File: config.mk
export PLATFORM = sky130hd
export DESIGN_NAME = imem_dmem_arbiter_flat
export DESIGN_NICKNAME = d
export VERILOG_FILES = /design/src/rtl/imem_dmem_arbiter_if.sv /design/src/rtl/imem_dmem_arbiter.sv /design/src/flat_wrapper.sv
export SDC_FILE = /design/constraint.sdc
export NUM_CORES = 1
export LEC_CHECK = 0
export ABC_AREA = 0
export BUFFER_PORTS_ARGS = -buffer_cell sky130_fd_sc_hd__buf_4
export CORE_AREA = 4 4 106 108
export CTS_CLUSTER_DIAMETER = 80
export CTS_CLUSTER_SIZE = 14
export DETAILED_ROUTE_END_ITERATION = 10
export DIE_AREA = 0 0 110 112
export HOLD_SLACK_MARGIN = 0.06
export MAX_ROUTING_LAYER = met4
export PLACE_DENSITY = 0.76
export SKIP_LAST_GASP = 1
export SLEW_MARGIN = 5
export SYNTH_ARGS = -nofsm -noshare
export SYNTH_HDL_FRONTEND = slang
export SYNTH_SLANG_ARGS = --single-unit
File: constraint.sdc
create_clock -name clk -period 3.3 [get_ports clk]
set_clock_uncertainty 0.2 [all_clocks]
set_input_delay 0.165 -clock clk [delete_from_list [all_inputs] [get_ports clk]]
set_output_delay 0.165 -clock clk [all_outputs]
set_load 0.005 [all_outputs]
File: src/rtl/imem_dmem_arbiter_if.sv
// imem_dmem_arbiter_if: bus bundle for the shared instruction/data memory arbiter.
// Groups the fetch port, the load/store port and the single memory port.
// The slave modport is the arbiter's view; master is the pipeline plus memory side.
interface imem_dmem_arbiter_if #(
    parameter int DPW = 32,
    parameter int ADW = 32
);
    // fetch path
    logic           if_req;
    logic [ADW-1:0] if_addr;
    logic           if_gnt;
    logic           if_rvalid;
    logic [DPW-1:0] if_rdata;
    logic           stall_fetch;

    // load/store path
    logic           d_req;
    logic           d_we;
    logic [3:0]     d_be;
    logic [ADW-1:0] d_addr;
    logic [DPW-1:0] d_wdata;
    logic           d_gnt;
    logic           d_rvalid;
    logic [DPW-1:0] d_rdata;

    // shared memory port
    logic           mem_req;
    logic           mem_we;
    logic [3:0]     mem_be;
    logic [ADW-1:0] mem_addr;
    logic [DPW-1:0] mem_wdata;
    logic           mem_gnt;
    logic           mem_rvalid;
    logic [DPW-1:0] mem_rdata;

    // timeout pulse
    logic           err;

    modport slave (
        input  if_req, if_addr,
        output if_gnt, if_rvalid, if_rdata, stall_fetch,
        input  d_req, d_we, d_be, d_addr, d_wdata,
        output d_gnt, d_rvalid, d_rdata,
        output mem_req, mem_we, mem_be, mem_addr, mem_wdata,
        input  mem_gnt, mem_rvalid, mem_rdata,
        output err
    );

    modport master (
        output if_req, if_addr,
        input  if_gnt, if_rvalid, if_rdata, stall_fetch,
        output d_req, d_we, d_be, d_addr, d_wdata,
        input  d_gnt, d_rvalid, d_rdata,
        input  mem_req, mem_we, mem_be, mem_addr, mem_wdata,
        output mem_gnt, mem_rvalid, mem_rdata,
        input  err
    );
endinterface

File: src/rtl/imem_dmem_arbiter.sv
// imem_dmem_arbiter: shares one memory port between instruction fetch and the
// load/store stage. One transaction in flight at a time (IDLE -> ISSUE -> WAIT_RSP).
// Data wins arbitration by default; after MaxDataWins consecutive data wins with
// fetch pending, fetch is forced through.
// Optional feature macro: MEM_ARB_TIMEOUT_EN adds a WAIT_RSP watchdog that
// completes the transaction with zero data and pulses err.
module imem_dmem_arbiter #(
    parameter int DPW           = 32,
    parameter int ADW           = 32,
    parameter int MaxDataWins   = 4,
    parameter int TimeoutCycles = 64
) (
    input logic                clk,
    input logic                rst,
    imem_dmem_arbiter_if.slave bus
);

    typedef enum logic [1:0] {
        IDLE     = 2'd0,
        ISSUE    = 2'd1,
        WAIT_RSP = 2'd2
    } state_t;

    typedef enum logic {
        OWN_DATA  = 1'b0,
        OWN_FETCH = 1'b1
    } owner_t;

    localparam logic [3:0] MAX_WINS = 4'(MaxDataWins);

    if (MaxDataWins < 1 || MaxDataWins > 15) begin : g_bad_max_wins
        $error("MaxDataWins must be in 1..15");
    end
    if (TimeoutCycles < 2 || TimeoutCycles > 255) begin : g_bad_timeout
        $error("TimeoutCycles must be in 2..255");
    end

    state_t         state_q;
    state_t         state_d;
    owner_t         owner_q;
    logic [3:0]     data_wins_q;

    logic [ADW-1:0] cmd_addr_q;
    logic           cmd_we_q;
    logic [3:0]     cmd_be_q;
    logic [DPW-1:0] cmd_wdata_q;

    logic           fetch_pick;
    logic           grant_fetch;
    logic           grant_data;
    logic           rsp_fire;
    logic           tmo_hit;
    logic [DPW-1:0] rsp_data;

    // Fetch only beats a concurrent data request once data has used up its win budget.
    assign fetch_pick = bus.if_req && (!bus.d_req || (data_wins_q == MAX_WINS));

`ifdef MEM_ARB_TIMEOUT_EN
    localparam logic [7:0] TMO_LAST = 8'(TimeoutCycles - 1);

    logic [7:0] tmo_cnt_q;

    // Watchdog: counts cycles spent in WAIT_RSP, restarted on every entry.
    always_ff @(posedge clk) begin
        if (rst) begin
            tmo_cnt_q <= '0;
        end else if (state_q == ISSUE && bus.mem_gnt) begin
            tmo_cnt_q <= '0;
        end else if (state_q == WAIT_RSP) begin
            tmo_cnt_q <= tmo_cnt_q + 8'd1;
        end
    end

    // A real response in the final cycle takes priority over the timeout.
    assign tmo_hit = !rst && (state_q == WAIT_RSP) && (tmo_cnt_q == TMO_LAST) && !bus.mem_rvalid;
    assign bus.err = tmo_hit;
`else
    assign tmo_hit = 1'b0;
    assign bus.err = 1'b0;
`endif

    // Next-state and handshake decode; nothing is granted or returned while in reset.
    always_comb begin
        state_d     = state_q;
        grant_fetch = 1'b0;
        grant_data  = 1'b0;
        rsp_fire    = 1'b0;
        if (!rst) begin
            case (state_q)
                IDLE: begin
                    if (bus.if_req || bus.d_req) begin
                        if (fetch_pick) begin
                            grant_fetch = 1'b1;
                        end else begin
                            grant_data = 1'b1;
                        end
                        state_d = ISSUE;
                    end
                end
                ISSUE: begin
                    if (bus.mem_gnt) begin
                        state_d = WAIT_RSP;
                    end
                end
                WAIT_RSP: begin
                    if (bus.mem_rvalid || tmo_hit) begin
                        rsp_fire = 1'b1;
                        state_d  = IDLE;
                    end
                end
                default: begin
                    state_d = IDLE;
                end
            endcase
        end
    end

    // Control state: FSM, transaction owner and the starvation counter.
    always_ff @(posedge clk) begin
        if (rst) begin
            state_q     <= IDLE;
            owner_q     <= OWN_DATA;
            data_wins_q <= '0;
        end else begin
            state_q <= state_d;
            if (grant_fetch) begin
                owner_q <= OWN_FETCH;
            end else if (grant_data) begin
                owner_q <= OWN_DATA;
            end
            if (!bus.if_req || grant_fetch) begin
                data_wins_q <= '0;
            end else if (grant_data && data_wins_q != MAX_WINS) begin
                data_wins_q <= data_wins_q + 4'd1;
            end
        end
    end

    // Command capture at grant; held untouched until the next grant so ISSUE stays stable.
    always_ff @(posedge clk) begin
        if (grant_fetch) begin
            cmd_addr_q  <= bus.if_addr;
            cmd_we_q    <= 1'b0;
            cmd_be_q    <= 4'hF;
            cmd_wdata_q <= '0;
        end else if (grant_data) begin
            cmd_addr_q  <= bus.d_addr;
            cmd_we_q    <= bus.d_we;
            cmd_be_q    <= bus.d_be;
            cmd_wdata_q <= bus.d_wdata;
        end
    end

    // Timeout completions return zero, which falls out because mem_rvalid is low then.
    assign rsp_data = bus.mem_rvalid ? bus.mem_rdata : '0;

    assign bus.if_gnt      = grant_fetch;
    assign bus.d_gnt       = grant_data;
    assign bus.if_rvalid   = rsp_fire && (owner_q == OWN_FETCH);
    assign bus.d_rvalid    = rsp_fire && (owner_q == OWN_DATA);
    assign bus.if_rdata    = bus.if_rvalid ? rsp_data : '0;
    assign bus.d_rdata     = bus.d_rvalid ? rsp_data : '0;
    assign bus.stall_fetch = bus.if_req && !bus.if_rvalid;

    // Memory command is only driven while issuing; otherwise the port reads as zero.
    assign bus.mem_req   = !rst && (state_q == ISSUE);
    assign bus.mem_we    = bus.mem_req && cmd_we_q;
    assign bus.mem_be    = bus.mem_req ? cmd_be_q : 4'h0;
    assign bus.mem_addr  = bus.mem_req ? cmd_addr_q : '0;
    assign bus.mem_wdata = bus.mem_req ? cmd_wdata_q : '0;

endmodule
File: src/flat_wrapper.sv
// flat-port wrapper written by rule: the top's interface ports become plain ports
module imem_dmem_arbiter_flat 
#(
    parameter int DPW           = 32,
    parameter int ADW           = 32,
    parameter int MaxDataWins   = 4,
    parameter int TimeoutCycles = 64
)
  (clk, rst, bus_if_req, bus_if_addr, bus_if_gnt, bus_if_rvalid, bus_if_rdata, bus_stall_fetch, bus_d_req, bus_d_we, bus_d_be, bus_d_addr, bus_d_wdata, bus_d_gnt, bus_d_rvalid, bus_d_rdata, bus_mem_req, bus_mem_we, bus_mem_be, bus_mem_addr, bus_mem_wdata, bus_mem_gnt, bus_mem_rvalid, bus_mem_rdata, bus_err);
  imem_dmem_arbiter_if #(.DPW(DPW), .ADW(ADW)) bus_i ();
  input logic clk;
  input logic rst;
  input wire logic [$bits(bus_i.if_req)-1:0] bus_if_req;
  input wire logic [$bits(bus_i.if_addr)-1:0] bus_if_addr;
  output wire logic [$bits(bus_i.if_gnt)-1:0] bus_if_gnt;
  output wire logic [$bits(bus_i.if_rvalid)-1:0] bus_if_rvalid;
  output wire logic [$bits(bus_i.if_rdata)-1:0] bus_if_rdata;
  output wire logic [$bits(bus_i.stall_fetch)-1:0] bus_stall_fetch;
  input wire logic [$bits(bus_i.d_req)-1:0] bus_d_req;
  input wire logic [$bits(bus_i.d_we)-1:0] bus_d_we;
  input wire logic [$bits(bus_i.d_be)-1:0] bus_d_be;
  input wire logic [$bits(bus_i.d_addr)-1:0] bus_d_addr;
  input wire logic [$bits(bus_i.d_wdata)-1:0] bus_d_wdata;
  output wire logic [$bits(bus_i.d_gnt)-1:0] bus_d_gnt;
  output wire logic [$bits(bus_i.d_rvalid)-1:0] bus_d_rvalid;
  output wire logic [$bits(bus_i.d_rdata)-1:0] bus_d_rdata;
  output wire logic [$bits(bus_i.mem_req)-1:0] bus_mem_req;
  output wire logic [$bits(bus_i.mem_we)-1:0] bus_mem_we;
  output wire logic [$bits(bus_i.mem_be)-1:0] bus_mem_be;
  output wire logic [$bits(bus_i.mem_addr)-1:0] bus_mem_addr;
  output wire logic [$bits(bus_i.mem_wdata)-1:0] bus_mem_wdata;
  input wire logic [$bits(bus_i.mem_gnt)-1:0] bus_mem_gnt;
  input wire logic [$bits(bus_i.mem_rvalid)-1:0] bus_mem_rvalid;
  input wire logic [$bits(bus_i.mem_rdata)-1:0] bus_mem_rdata;
  output wire logic [$bits(bus_i.err)-1:0] bus_err;
  assign bus_i.if_req = bus_if_req;
  assign bus_i.if_addr = bus_if_addr;
  assign bus_if_gnt = bus_i.if_gnt;
  assign bus_if_rvalid = bus_i.if_rvalid;
  assign bus_if_rdata = bus_i.if_rdata;
  assign bus_stall_fetch = bus_i.stall_fetch;
  assign bus_i.d_req = bus_d_req;
  assign bus_i.d_we = bus_d_we;
  assign bus_i.d_be = bus_d_be;
  assign bus_i.d_addr = bus_d_addr;
  assign bus_i.d_wdata = bus_d_wdata;
  assign bus_d_gnt = bus_i.d_gnt;
  assign bus_d_rvalid = bus_i.d_rvalid;
  assign bus_d_rdata = bus_i.d_rdata;
  assign bus_mem_req = bus_i.mem_req;
  assign bus_mem_we = bus_i.mem_we;
  assign bus_mem_be = bus_i.mem_be;
  assign bus_mem_addr = bus_i.mem_addr;
  assign bus_mem_wdata = bus_i.mem_wdata;
  assign bus_i.mem_gnt = bus_mem_gnt;
  assign bus_i.mem_rvalid = bus_mem_rvalid;
  assign bus_i.mem_rdata = bus_mem_rdata;
  assign bus_err = bus_i.err;
  imem_dmem_arbiter #(.DPW(DPW), .ADW(ADW), .MaxDataWins(MaxDataWins), .TimeoutCycles(TimeoutCycles)) u_core (.clk(clk), .rst(rst), .bus(bus_i));
endmodule
* Word level (Yosys, flattened, before mapping)
Cells that the tools add are included. Widths: inputs -> output; s select.
Word-level totals: register bits 76, output and inout port bits 140, logic and storage cells 59
Cells by class: add/sub/neg operators 1, equal/unequal tests 7, muxes and demuxes 25, bitwise operators 1, reductions and logical operators 18
Operators by type and width (number):
- $mux 32 | 7
- $mux 1 | 13
- $logic_and 1x1->1 | 7
- $mux 2 | 3
- $pmux 2 s3 | 1
- $add 4x1->4 const B | 1
- $eq 4x3->1 const B | 1
- $logic_not 1->1 | 4
- $mux 4 | 1
- $ne 2x2->1 const B | 2
- $ne 4x3->1 const B | 1
- $logic_or 1x1->1 | 3
- $reduce_and 3->1 | 1
- $eq 2x1->1 const B | 1
- $eq 2x2->1 const B | 1
- $logic_not 2->1 | 1
- $ne 2x1->1 const B | 1
- $reduce_bool 2->1 | 1
- $reduce_or 2->1 | 1
- $not 1->1 | 1

* Longest topological paths before layout
Gate-level depths: netlist of the first run.
word-level depth 9, depth in mapped cells 8

* Least setup slack after synthesis of the first run
OpenSTA, ideal clock, no wires.
kind register -> register, start register u_core.data_wins_q[0], end register u_core.cmd_addr_q[10] (data pin), arrival 1.557 ns, setup slack 1.282 ns, cell stages (with the launch flop) 9, clock period less this slack 2.018 ns, path through dfxtp_1 inv_1 ha_1 nand3b_1 a21boi_2 and2_4 buf_8 buf_12 mux2_4
On the way: word-level cells in the longest chain between the ends 8
Ends and longest elaborated chain:
- start, declared | line imem_dmem_arbiter.sv:41 | logic [3:0] data_wins_q;
- start signal, assigned | line imem_dmem_arbiter.sv:134 | data_wins_q <= data_wins_q + 4'd1;
- $eq 4x3->1 | line imem_dmem_arbiter.sv:56 | assign fetch_pick = bus.if_req && (!bus.d_req || (data_wins_q == MAX_WINS));
- $logic_or 1x1->1 | line imem_dmem_arbiter.sv:56
- $logic_and 1x1->1 | line imem_dmem_arbiter.sv:56
- $mux 1 | line imem_dmem_arbiter.sv:92 | if (fetch_pick) begin
- $mux 1 | line imem_dmem_arbiter.sv:91 | if (bus.if_req || bus.d_req) begin
- $mux 1 | line imem_dmem_arbiter.sv:89 | case (state_q)
- $mux 1 | line imem_dmem_arbiter.sv:88 | if (!rst) begin
- $mux 32 | line imem_dmem_arbiter.sv:141 | if (grant_fetch) begin
- end signal, assigned | line imem_dmem_arbiter.sv:142 | cmd_addr_q <= bus.if_addr;
- end signal, assigned | line imem_dmem_arbiter.sv:147 | cmd_addr_q <= bus.d_addr;
- end, declared | line imem_dmem_arbiter.sv:43 | logic [ADW-1:0] cmd_addr_q;
No other way between the ends. A chain may end at the register's enable or synchronous reset.

* Worst setup path in the final report of the first run
start input port bus_if_req, end output port bus_d_gnt
On the way: word-level cells in the longest chain between the ends 5, elaborated cells on any way between the ends 6, classes of those cells mux (4); reduce/logical (2)
Ends and longest elaborated chain:
- start, declared | line flat_wrapper.sv:13 | input wire logic [$bits(bus_i.if_req)-1:0] bus_if_req;
- $logic_and 1x1->1 | line imem_dmem_arbiter.sv:56
- $mux 1 | line imem_dmem_arbiter.sv:92
- $mux 1 * | line imem_dmem_arbiter.sv:91
- $mux 1 * | line imem_dmem_arbiter.sv:89
- $mux 1 * | line imem_dmem_arbiter.sv:88
- end, declared | line flat_wrapper.sv:24 | output wire logic [$bits(bus_i.d_gnt)-1:0] bus_d_gnt;
Mark *: on every way between the ends. The rest lies on a longest branch, timed or not.

==> results of run 1 <==
==> worst reg2reg max path, cell delays in order (launching register included) <==
cell and delay [ps]:
dfxtp_1 350, inv_1 90, ha_1 160, nand3b_1 170, a21boi_2 230, and2_4 570
mux2_1 420, dlygate4sd3_1 560
==> worst min-delay path by stage <==
stage,start,cells past startpoint,slack [ps],to
final,u_core.cmd_wdata_q[30],1,280,u_core.cmd_wdata_q[30]
after global placement,bus_mem_gnt,2,170,u_core.state_q[0]
after CTS,u_core.cmd_wdata_q[30],1,280,u_core.cmd_wdata_q[30]
after global routing,u_core.cmd_wdata_q[27],1,290,u_core.cmd_wdata_q[27]
after detailed placement,bus_mem_gnt,2,160,u_core.state_q[0]
after floorplan,rst,1,30,u_core.owner_q
==> through the flow <==
| step | total power (µW) | utilization (%) | cells | hold WS, ps | worst slack (ps) |
|---|---|---|---|---|---|
| 6_report | 2550 | 71.9 | 868 | 277 | 292 |
| 5_1_grt | 2670 | 71.9 | 868 | 291 | 162 |
| 4_1_cts | 2540 | 71.8 | 867 | 278 | 287 |
| 3_5_place_dp | 1720 | 59.3 | 743 | 164 | 828 |
| 3_3_place_gp | 1700 | 59.3 | 743 | 165 | 930 |
| 2_1_floorplan | 1470 | - | 355 | 34.1 | 1280 |
==> logic make-up after synthesis <==
group                      count (synthesis)  share of synthesized area, %
AOI/OAI and AO/OA                         48                          9.95
adders and majority gates                  2                         0.622
buffers and inverters                     32                          6.44
DFF                                       76                          45.8
muxes                                     32                          11.7
other                                      1                        0.0932
and+or+nand+nor                          164                          25.4
==> power breakdown <==
group	total, µW	switching [µW]	internal, µW	leakage, µW
clock	719	351	369	0.000106
combinational	643	229	414	0.00273
sequential	1190	64.2	1130	0.000667
total	2550	644	1910	0.00350
==> cells in the final DEF (no fill, tap or decap), drive strengths merged <==
cell	netlist	final
a21boi	1	1
a21oi	5	5
a22o	33	33
a31oi	1	1
and2	134	134
and3	1	1
buf	16	279
clkbuf	11	12
clkinv	0	2
clkinvlp	0	1
conb	1	1
dfxtp	44	44
diode	0	1
dlygate4sd3	0	108
edfxtp	32	32
ha	2	2
inv	5	6
mux2	32	32
nand2	6	6
nand2b	2	2
nand3	2	2
nand3b	1	1
nand4	3	3
nand4b	1	1
nor2	7	7
nor2b	2	2
nor3	1	1
nor3b	3	3
o21ai	3	3
o22a	4	4
o31ai	1	1
or3	1	1
==> flip-flops by register name, indices dropped and copies added, names as in the netlist <==
name / flops
u_core.cmd_we_q: 1
u_core.data_wins_q: 4
u_core.cmd_wdata_q: 32
u_core.cmd_addr_q: 32
u_core.owner_q: 1
u_core.cmd_be_q: 4
u_core.state_q: 2
==> final cells by class <==
cell class	count	area, µm²
clock inverter	4	27.5
inverter	5	28.8
tap	136	170
multi-input combinational	247	1930
clock buffer	12	179
timing repair buffer	387	3180
fill	699	2880
antenna	1	2.50
sequential	76	1840
==> repair_timing <==
item | CTS | global route
hold endpoints to repair | 76 | 0
hold buffers | 108 | 0
endpoints found under the setup margin | 0 | 0
==> routing by layer <==
layer / routed length (µm) / vias up / global-route usage (%)
met4: 312 / 0 / 7.81
met5: 0 / - / -
met1: 5360 / 1944 / 24.4
li1: - / 1956 / -
met2: 8470 / 185 / 46.4
met3: 1090 / 21 / 5.62
==> metrics.txt, run 1 <==
DP HPWL around 10000 µm; Leakage between 0.003 and 0.004 µW; die height between 100 and 150 µm; Final Cell Area 7350 µm²; CP Capture Type output port; Worst-path clk slew 70 ps; Critical Path Stages 7; count leader, synth and2_1; worst skew pair latency about 340 ps; WP data required a little under 3000 ps; num ports between 200 and 300; CTS Sinks between 70 and 80; crit path launch type input port; largest stage delay on the critical path about 770 ps; # DRC 0; fin. max-slew vios 0; Die X-Extent about 110 µm; CP Buf/Inv Count 5; Worst Path Arrival 2640 ps; final wirelength 15200 µm; Peak Freq between 0.3 and 0.4 GHz; Slew @ Worst Pin 987 ps; Synth Instances ~360; Yosys top cell area share 23.9%; nets 867; grt ovf 0; vias in the first global route roughly 4500; R2R depth 7; R2R Path Start u_core.data_wins_q[0]; remaining antenna violation count after routing 0; Slew headroom 33.9%; pin count of the biggest net entering global routing 72; asr flop ratio synth 0%; first-pass GRT wire length between 20000 and 25000 µm; critical path's top delay family buffers and inverters; DP Area about 6000 µm²; Starting Density ~40%; synth unique cells 40; H-tree Lvls 3; 1st-iter DRT viols between 150 and 200; max cap viols 0; Mapped Nets ~500; initial antenna violation count 1; Hold WC Path Type reg -> reg; Clock Path Buffers 2; routability cong. about 0.89; average instance area after synthesis 11.3 µm²; pwr dens ~350 nW/µm²; endpoints failing setup 0; Post-synth top cells and2_1, dfxtp_1, a22o_1; area grow syn2layout 82.8%; Rows 37; CP max FO 37; Vias/cell between 4 and 5; worst-case vdd ir drop about 0.20 mV; Post-synth EDFFs 32; clock root buffer clkbuf_8; CP endpoint bus_d_gnt; total CTS buffers 9; outcome complete, no violations; Synth Cell Area approximately 4000 µm²; crit-path cells dlygate4sd3_1 > buf_4 > o21ai_4 > inv_4 > nand2b_4 > inv_8 > buf_4; RSZ-0062 raised after global routing false; Fin Setup TNS 0 ps; FF-to-FF End u_core.cmd_addr_q[1]; Setup crit start bus_if_req; Synth Warn # 0; most used cell along the critical path buf_4; critical path type in -> out; sequential fraction of the synthesis area between 40% and 50%; area leader, netlist edfxtp_1; reg2reg setup slack approximately 300 ps; Final Hold Viols 0; Synth area leaders edfxtp_1, dfxtp_1, and2_1; GRT Resource Usage Total about a quarter; post-cts sizing count 0; # port buffers ~280; Core Area 10200 µm²; register bit total from synthesis between 70 and 80; slowest CP cell o21ai_4; most used flip-flop cell after synthesis dfxtp_1; DRT Pass-1 Iters 4; Routed WL per cell roughly 18 µm; share of cells above drive strength 1 45.6%; Setup Buffers After CTS 0; die area approximately 12000 µm²; Final min period between 3000 and 4000 ps; Tcrit/Tclk final 91.1%; TritonCTS clock tree yes; vias 4106
Power figures use the tool's default switching activity.
==> run 2, diff against run 1 <==
- CORE_AREA: 4 4 106 108 -> default
- CORE_MARGIN: default -> 8
- CORE_UTILIZATION: default -> 42
- DIE_AREA: 0 0 110 112 -> default
- PLACE_DENSITY: 0.76 -> 0.81
==> metrics.txt, run 2 (same netlist as run 1, synthesis figures left out) <==
outcome complete, no violations; DP HPWL 11000 µm (+11%); final wirelength 17200 µm (+13%); Starting Density 43.3% (+4.0 points); Sw Pwr 676 µW (+5.0%); top flop regs u_core.cmd_addr_q (32), u_core.cmd_wdata_q (32); vias 4224 (+2.9%); 1st-iter DRT viols 305 (+58%); TritonCTS clock tree yes; critical path type reg -> reg; pwr dens 357 nW/µm² (+2.9%); Reg power frac 45.5% (-1.1 points); most common cell after layout, fill and taps aside buf_4; grt ovf 0 (unchanged); max cap viols 0 (unchanged); Hold WC Path Type reg -> reg; Setup Buffers After CTS 0 (unchanged); fin. max-slew vios 0 (unchanged); H-tree Lvls 3 (unchanged); Clock Path Buffers 2 (unchanged); RSZ-0062 raised after global routing false; # DRC 0 (unchanged); Critical Path Stages 7 (unchanged); combinational power share 25.1% (about the same); crit path launch type register; Worst Path Arrival 2920 ps (+280 ps); GR Util met3 7.29% (+1.7 points); diodes inserted 0 (-1); reg2reg setup slack 280 ps (-20 ps); R2R depth 7 (unchanged); largest stage delay on the critical path 580 ps (-190 ps); Final Hold Viols 0 (unchanged); Vias/cell 4.91 (+3.7%); Slew @ Worst Pin 943 ps (-44.2 ps); Filler cells 566 (-19%); critical path's top delay family simple AND/OR/NAND/NOR gates; Switching Share 25.6% (+0.42 points); Leakage 0.00351 µW (+0.25%); CP endpoint u_core.cmd_addr_q[31]; total chip power 2640 µW (+3.3%); R2R Path Start u_core.data_wins_q[0]; Rows 35 (-5.4%); most frequent cells in the layout buf_4, and2_1, dlygate4sd3_1, dfxtp_1, a22o_1; CP Buf/Inv Count 2 (-3); routability cong. 0.838 (-5.5%); initial antenna violation count 0 (-1); Die X-Extent 114 µm (+3.5%); Clock Power Share 29.4% (+1.2 points); num ports 279 (unchanged); Core Area 9280 µm² (-9.3%); Tcrit/Tclk final 91.6% (+0.41 points); crit-path cells inv_1 > ha_1 > nand3b_1 > a21boi_2 > and2_4 > mux2_1 > dlygate4sd3_1; met1 usage 26.8% (+2.4 points); vias in the first global route 4675 (+4.6%); first-pass GRT wire length 25800 µm (+14%); # port buffers 277 (unchanged); total CTS buffers 9 (unchanged); CP max FO 33 (-11%); die height 114 µm (+1.7%); die area 13000 µm² (+5.2%); Worst-path clk slew 90 ps (+20 ps); slowest CP cell and2_4; Slew headroom 36.9% (+3.0 points); DRT Pass-1 Iters 5 (+1); global route hottest layer met2; WP data required 3200 ps (+270 ps); CTS Sinks 76 (unchanged); nets 868 (+0.12%); CP Capture Type register; area grow syn2layout 83.6%; M2 GR Usage 47.9% (+1.5 points); Fin Setup TNS 0 ps (unchanged); Setup crit start u_core.data_wins_q[0]; Final min period 3020 ps (+13.5 ps); worst skew pair latency 330 ps (about the same); endpoints failing setup 0 (unchanged); clock root buffer clkbuf_8; Peak Freq 0.331 GHz (-0.45%); GRT Resource Usage Total 26.6% (+2.0 points); pin count of the biggest net entering global routing 52 (-28%); P_int 1960 µW (+2.7%); worst-case vdd ir drop 0.238 mV (+19%); Routed WL per cell 19.9 µm (+14%); FF-to-FF End u_core.cmd_addr_q[31]; remaining antenna violation count after routing 0 (unchanged); share of cells above drive strength 1 45.5% (-0.062 points)
## run 2: cell count changes in the layout (fill, tap and decap cells not counted), sizes merged
| cell | change |
|---|---|
| dlygate4sd3 | +1 |
| clkinv | -2 |
| inv | -1 |
| clkbuf | +1 |
| clkinvlp | +2 |
| diode | -1 |
## run 2: layout make-up
cell class / instances / area (µm²) / area share [%]
timing repair buffer: 388 / 3200 / 43.3
multi-input combinational: 247 / 1930 / 26.1
sequential: 76 / 1840 / 24.9
clock buffer: 13 / 204 / 2.76
tap: 129 / 161 / 2.19
inverter: 5 / 28.8 / 0.390
clock inverter: 3 / 22.5 / 0.305
## run 2: routing by layer
metal	vias to the layer above	routed length (µm)
met5	-	0
met4	0	558
met3	38	1340
met2	256	9040
met1	1981	6230
li1	1949	-
## run 2: worst min path at each step
| stage | startpoint | to | slack [ps] | cells after the start |
|---|---|---|---|---|
| 3_3_place_gp | bus_mem_gnt | u_core.state_q[0] | 160 | 2 |
| 2_1_floorplan | rst | u_core.owner_q | 30 | 1 |
| 3_5_place_dp | bus_mem_gnt | u_core.state_q[0] | 170 | 2 |
| 6_report | u_core.cmd_be_q[3] | u_core.cmd_be_q[3] | 280 | 1 |
| 4_1_cts | u_core.cmd_wdata_q[30] | u_core.cmd_wdata_q[30] | 280 | 1 |
| 5_1_grt | u_core.cmd_wdata_q[9] | u_core.cmd_wdata_q[9] | 300 | 1 |
## run 2: stage by stage
step	util [%]	cells	hold slack [ps]	area [µm²]	setup WS [ps]
CTS	79.5	861	278	7380	348
global placement	65.4	736	162	6070	950
floorplan	-	355	34.1	4020	1280
detailed placement	65.4	736	168	6070	841
global route	79.5	861	297	7380	169
finish	79.5	861	278	7380	279
## run 2: what timing repair did
item                       4_1_cts  5_1_grt
hold buffers                   109        0
setup endpoints to repair        0        0
hold endpoints to repair        76        0
gates resized for setup          0        0
## run 2: power by group through the flow
stage	Sequential [µW]	Clock (µW)	Combinational (µW)
floorplan	1180	0	285
global placement	1200	0	506
detailed placement	1210	0	522
CTS	1190	774	644
global route	1210	833	705
finish	1200	776	662
